--- src/rtl/lot_pkg.sv ---
// Shared types and sizing for the lot occupancy counter and HEX display.
package lot_pkg;
   localparam int LOT_CAPACITY = 16;
   localparam int LOT_CW       = 5;

   typedef enum logic [2:0] {
      IDLE,
      EN_A,
      EN_AB,
      EN_B,
      EX_B,
      EX_AB,
      EX_A,
      WAIT_CLR
   } gate_state_t;
endpackage

--- src/rtl/gate_direction_fsm.sv ---
// Decodes car direction from the synchronized gate sensor pair.
module gate_direction_fsm
   import lot_pkg::*;
(
   input  logic clk,
   input  logic reset,
   input  logic a_s,
   input  logic b_s,
   output logic entry_evt,
   output logic exit_evt
);
   gate_state_t state_q, state_d;
   logic [1:0]  ab;

   assign ab = {a_s, b_s};

   // Events fire on the edge that returns to IDLE so the count moves with it.
   always_comb begin
      state_d   = state_q;
      entry_evt = 1'b0;
      exit_evt  = 1'b0;
      unique case (state_q)
         IDLE: begin
            case (ab)
               2'b10:   state_d = EN_A;
               2'b01:   state_d = EX_B;
               2'b11:   state_d = WAIT_CLR;
               default: state_d = IDLE;
            endcase
         end
         EN_A: begin
            case (ab)
               2'b11:   state_d = EN_AB;
               2'b00:   state_d = IDLE;
               2'b01:   state_d = WAIT_CLR;
               default: state_d = EN_A;
            endcase
         end
         EN_AB: begin
            case (ab)
               2'b01:   state_d = EN_B;
               2'b10:   state_d = EN_A;
               2'b00:   state_d = WAIT_CLR;
               default: state_d = EN_AB;
            endcase
         end
         EN_B: begin
            case (ab)
               2'b00: begin
                  state_d   = IDLE;
                  entry_evt = 1'b1;
               end
               2'b11:   state_d = EN_AB;
               2'b10:   state_d = WAIT_CLR;
               default: state_d = EN_B;
            endcase
         end
         EX_B: begin
            case (ab)
               2'b11:   state_d = EX_AB;
               2'b00:   state_d = IDLE;
               2'b10:   state_d = WAIT_CLR;
               default: state_d = EX_B;
            endcase
         end
         EX_AB: begin
            case (ab)
               2'b10:   state_d = EX_A;
               2'b01:   state_d = EX_B;
               2'b00:   state_d = WAIT_CLR;
               default: state_d = EX_AB;
            endcase
         end
         EX_A: begin
            case (ab)
               2'b00: begin
                  state_d  = IDLE;
                  exit_evt = 1'b1;
               end
               2'b11:   state_d = EX_AB;
               2'b01:   state_d = WAIT_CLR;
               default: state_d = EX_A;
            endcase
         end
         WAIT_CLR: begin
            if (ab == 2'b00) state_d = IDLE;
         end
         default: state_d = IDLE;
      endcase
   end

   always_ff @(posedge clk) begin
      if (reset) state_q <= IDLE;
      else       state_q <= state_d;
   end
endmodule

--- src/rtl/lot_occupancy_counter.sv ---
// Synchronizes gate sensors and keeps a saturating count of cars in the lot.
module lot_occupancy_counter
   import lot_pkg::*;
#(
   parameter int CAPACITY    = LOT_CAPACITY,
   parameter int CW          = LOT_CW,
   parameter int SYNC_STAGES = 2
) (
   input  logic          clk,
   input  logic          reset,
   input  logic          a,
   input  logic          b,
   output logic [CW-1:0] count,
   output logic          car_in,
   output logic          car_out,
   output logic          full,
   output logic          empty
);
   localparam logic [CW-1:0] CAP_W = CW'(CAPACITY);

   logic [SYNC_STAGES-1:0] a_sync_q, a_sync_d;
   logic [SYNC_STAGES-1:0] b_sync_q, b_sync_d;
   logic [CW-1:0]          count_q, count_d;
   logic                   car_in_q, car_in_d;
   logic                   car_out_q, car_out_d;
   logic                   entry_evt, exit_evt;

   gate_direction_fsm u_fsm (
      .clk       (clk),
      .reset     (reset),
      .a_s       (a_sync_q[SYNC_STAGES-1]),
      .b_s       (b_sync_q[SYNC_STAGES-1]),
      .entry_evt (entry_evt),
      .exit_evt  (exit_evt)
   );

   // Pulses still fire at the limits; only the count saturates.
   always_comb begin
      a_sync_d  = {a_sync_q[SYNC_STAGES-2:0], a};
      b_sync_d  = {b_sync_q[SYNC_STAGES-2:0], b};
      count_d   = count_q;
      car_in_d  = entry_evt;
      car_out_d = exit_evt;
      if (entry_evt && count_q != CAP_W)
         count_d = count_q + CW'(1);
      else if (exit_evt && count_q != '0)
         count_d = count_q - CW'(1);
   end

   always_ff @(posedge clk) begin
      if (reset) begin
         a_sync_q  <= '0;
         b_sync_q  <= '0;
         count_q   <= '0;
         car_in_q  <= 1'b0;
         car_out_q <= 1'b0;
      end else begin
         a_sync_q  <= a_sync_d;
         b_sync_q  <= b_sync_d;
         count_q   <= count_d;
         car_in_q  <= car_in_d;
         car_out_q <= car_out_d;
      end
   end

   assign count   = count_q;
   assign car_in  = car_in_q;
   assign car_out = car_out_q;
   assign full    = (count_q == CAP_W);
   assign empty   = (count_q == '0);
endmodule
--- config.mk ---
export PLATFORM = sky130hd
export DESIGN_NAME = lot_occupancy_counter
export DESIGN_NICKNAME = d
export VERILOG_FILES = /design/src/rtl/lot_pkg.sv /design/src/rtl/gate_direction_fsm.sv /design/src/rtl/lot_occupancy_counter.sv
export SDC_FILE = /design/constraint.sdc
export NUM_CORES = 1
export LEC_CHECK = 0
export CORE_ASPECT_RATIO = 1.5
export CORE_MARGIN = 4
export CORE_UTILIZATION = 35
export CTS_CLUSTER_DIAMETER = 50
export DETAILED_ROUTE_END_ITERATION = 7
export DONT_BUFFER_PORTS = 1
export GPL_ROUTABILITY_DRIVEN = 1
export GPL_TIMING_DRIVEN = 0
export PLACE_DENSITY = 0.6
export SLEW_MARGIN = 20
export SYNTH_ARGS = -nofsm -noshare
export SYNTH_HDL_FRONTEND = slang
export SYNTH_SLANG_ARGS = --single-unit
--- constraint.sdc ---
create_clock -name clk -period 3.3 [get_ports clk]
set_input_delay 0.66 -clock clk [delete_from_list [all_inputs] [get_ports clk]]
set_output_delay 0.66 -clock clk [all_outputs]
set_load 0.03 [all_outputs]
==> impl_metrics.json <==
{
  "postSynthCellCount": 99,
  "tightestPinTransition_ps": 580.7,
  "timing_hold_violations_final": 0,
  "detail_route.vias_per_cell": 5.288,
  "postSynthNetCount": 114,
  "critPathBufInv": 2,
  "dp_cells": 135,
  "cts_resized": 0,
  "critPathTopFamily": "adder cells",
  "min_to": "b_sync_q[1]$_SDFF_PP0_",
  "globalRouteTotalUtil_pct": 11.63,
  "worst_r2r_path_depth": 10,
  "critical-path-slowest-cell": "fa_1",
  "totalWireLength_mm": 1.853,
  "yosys_warnings": 0,
  "post-route-worst-setup-slack_ps": 549.1,
  "dr.first_iter.drc_count": 16,
  "synth.top_cell.area_share_pct": 30.23,
  "crit_required_ps": 3510,
  "synth.top_cells.by_area": "dfxtp_1, ha_1, a21oi_1",
  "p_leak_nw": 0.3713,
  "worst_hold_startpoint": "reset",
  "ys_async_sr_fraction_pct": 0,
  "synth.lib_cells_used.distinct": 36,
  "crit_arrival_ps": 2970,
  "critPathMaxFanout": 9,
  "clock_tree_from_tritoncts": "built",
  "drive_above_1_share_pct": 15.53,
  "yosys.area.top_type": "dfxtp_1",
  "die_w_um": 50.03,
  "io_buffer_count": 0,
  "hold_path_class": "in -> reg",
  "std_cell_rows": 22,
  "worst_skew_pair.late_latency_ps": 270,
  "setup-tns-final_ps": 0,
  "syn2layout_area_growth_pct": 8.772,
  "synth-edff-count": 0,
  "grt_pass1_vias": 749,
  "cts-root-to-sink-buffers": 2,
  "grt_pass1_wl_mm": 3.305,
  "core_area_um2": 2505,
  "worst_setup_path_start_kind": "register",
  "reg2reg_slack_ps": 550,
  "mappedNetlistArea_um2": 927.1,
  "holdWs_ps": 443.7,
  "timing.critical_path.cells": "inv_1, ha_1, nand4b_1, a21oi_2, inv_1, fa_1, a21o_1, a21oi_1, mux4_2, nor2_1",
  "worstSetupEndpointType": "register",
  "cts_hold_repair.buffers": 0,
  "dpl.hpwl_mm": 1.457,
  "number_of_cells_traversed_by_the_worst_hold_path": 1,
  "io_pins": 13,
  "post-place-ws_ps": 588.2,
  "starting_density_of_the_core_pct": 37.01,
  "clock_skew_after_layout_ps": 0.2959,
  "fin_nets": 119,
  "cts-buffers-inserted": 3,
  "max_cap_violations": 0,
  "cts.sink_count": 14,
  "full_die_area_um2": 3554,
  "post-synth-top-count-cell": "dfxtp_1",
  "overflow": 0,
  "yosys-top-cells-count": "dfxtp_1, a21oi_1, ha_1",
  "worstSetupPathType": "reg -> reg",
  "post-route-period-util_pct": 83.36,
  "regToRegStartpoint": "b_sync_q[1]$_SDFF_PP0_",
  "clk_root_buffer_cell": "clkbuf_4",
  "timing.slew.headroom_pct": 61.24,
  "worst_ir_drop_vdd_v": 0.0002554,
  "status": "finished, final reports clean",
  "post_drt_wl_per_cell_um": 13.33,
  "postRouteAntennaNets": 0,
  "grt_max_degree": 11,
  "critical_path.most_common_cell": "inv_1",
  "route.vias.total": 735,
  "ctsHtreeMaxLevel": 1,
  "syn_area_per_cell_um2": 9.365,
  "grt_setup_unrepaired": "no",
  "floorplan.die.height_um": 71.04,
  "finalSetupViolCount": 0,
  "grt_antenna_before_repair": 0,
  "finalWorstPathRequiredPeriod_ps": 2751,
  "power-per-cell-area_nw_per_um2": 335.4,
  "synth-seq-cells": 14,
  "layoutNonFillerInstCount": 139,
  "report.final.slew_viol_count": 0,
  "top_achievable_clock_speed_mhz": 363.5,
  "clkSlewWorstSetupHoldPaths_ps": 80,
  "post_cts.repair.setup_buffers": 0,
  "drt-pass1-iter-count": 4,
  "antenna_cells_inserted": 0,
  "most_instantiated_flip_flop_cell_in_the_synthesis_netlist": "dfxtp_1",
  "routabilityCongestion": 0.7457,
  "remaining_drc_errors": 0,
  "regToRegEndpoint": "count[4]$_SDFFE_PP0P_",
  "cp_max_stage_delay_ps": 450,
  "synth_sequential_area_ratio_pct": 30.23,
  "post-route-util_pct": 40.26
}
==> final cells by class <==
| type | instances | area [um^2] |
|---|---|---|
| clock buffer | 4 | 36.28 |
| fill | 269 | 1496 |
| buffer | 4 | 23.77 |
| multi-input combinational | 77 | 608.1 |
| inverter | 4 | 15.01 |
| tap | 36 | 45.04 |
| sequential | 14 | 280.3 |
==> registers in the layout, indices dropped and copies added, names as in the netlist <==
signal         cells
car_in             1
a_sync_q           2
u_fsm.state_q      3
b_sync_q           2
car_out            1
count              5
==> per-stage QoR <==
stage / cell area, um^2 / total power, mW
final: 1008 / 0.3382
after global routing: 1008 / 0.3548
after CTS: 1008 / 0.3446
after detailed placement: 972.2 / 0.2201
after global placement: 972.2 / 0.2187
after floorplan: 927.1 / 0.2123
==> report_power, final <==
part / leakage [nW] / switching [mW] / internal (mW)
clock network: 0.0210 / 0.0549 / 0.0670
registers: 0.114 / 0.00419 / 0.174
logic: 0.236 / 0.0206 / 0.0177
==> per-layer routing <==
metal	GRT usage (%)	vias up	wire, um
li1	-	366	-
met1	11.84	357	717
met2	20.93	10	1044
met3	3.368	2	77
met4	5.846	0	14
met5	0	-	0
==> cell usage in the layout, fill, tap and decap left out, drive strengths merged, types with 4 or more instances in the layout <==
cell | synthesis | final
ha | 10 | 10
clkbuf | 2 | 6
nand3 | 4 | 4
inv | 4 | 4
nor3 | 4 | 4
nor2b | 5 | 5
nor2 | 7 | 7
dfxtp | 14 | 14
o21ai | 6 | 6
a21oi | 11 | 11
==> cells by family (layout without fill, tap and decap cells) <==
family,after synthesis,count (layout),synth area share [%]
flops,14,14,30.23
buf+inv,8,12,4.183
xor+xnor,1,1,0.9448
fa+ha+maj,11,11,15.65
mux,5,5,8.367
simple gates,32,32,21.19
compound gates,28,28,19.43
==> worst max-delay path by stage <==
stage / from / end / slack (ps) / cells past startpoint
4_1_cts: b_sync_q[1]$_SDFF_PP0_ / count[4]$_SDFFE_PP0P_ / 560 / 10
3_5_place_dp: b_sync_q[1]$_SDFF_PP0_ / count[4]$_SDFFE_PP0P_ / 590 / 10
2_1_floorplan: b_sync_q[1]$_SDFF_PP0_ / count[4]$_SDFFE_PP0P_ / 950 / 10
6_report: b_sync_q[1]$_SDFF_PP0_ / count[4]$_SDFFE_PP0P_ / 550 / 10
5_1_grt: a_sync_q[1]$_SDFF_PP0_ / count[4]$_SDFFE_PP0P_ / 310 / 10
3_3_place_gp: b_sync_q[1]$_SDFF_PP0_ / count[4]$_SDFFE_PP0P_ / 640 / 10
Power figures use the tool's default switching activity.
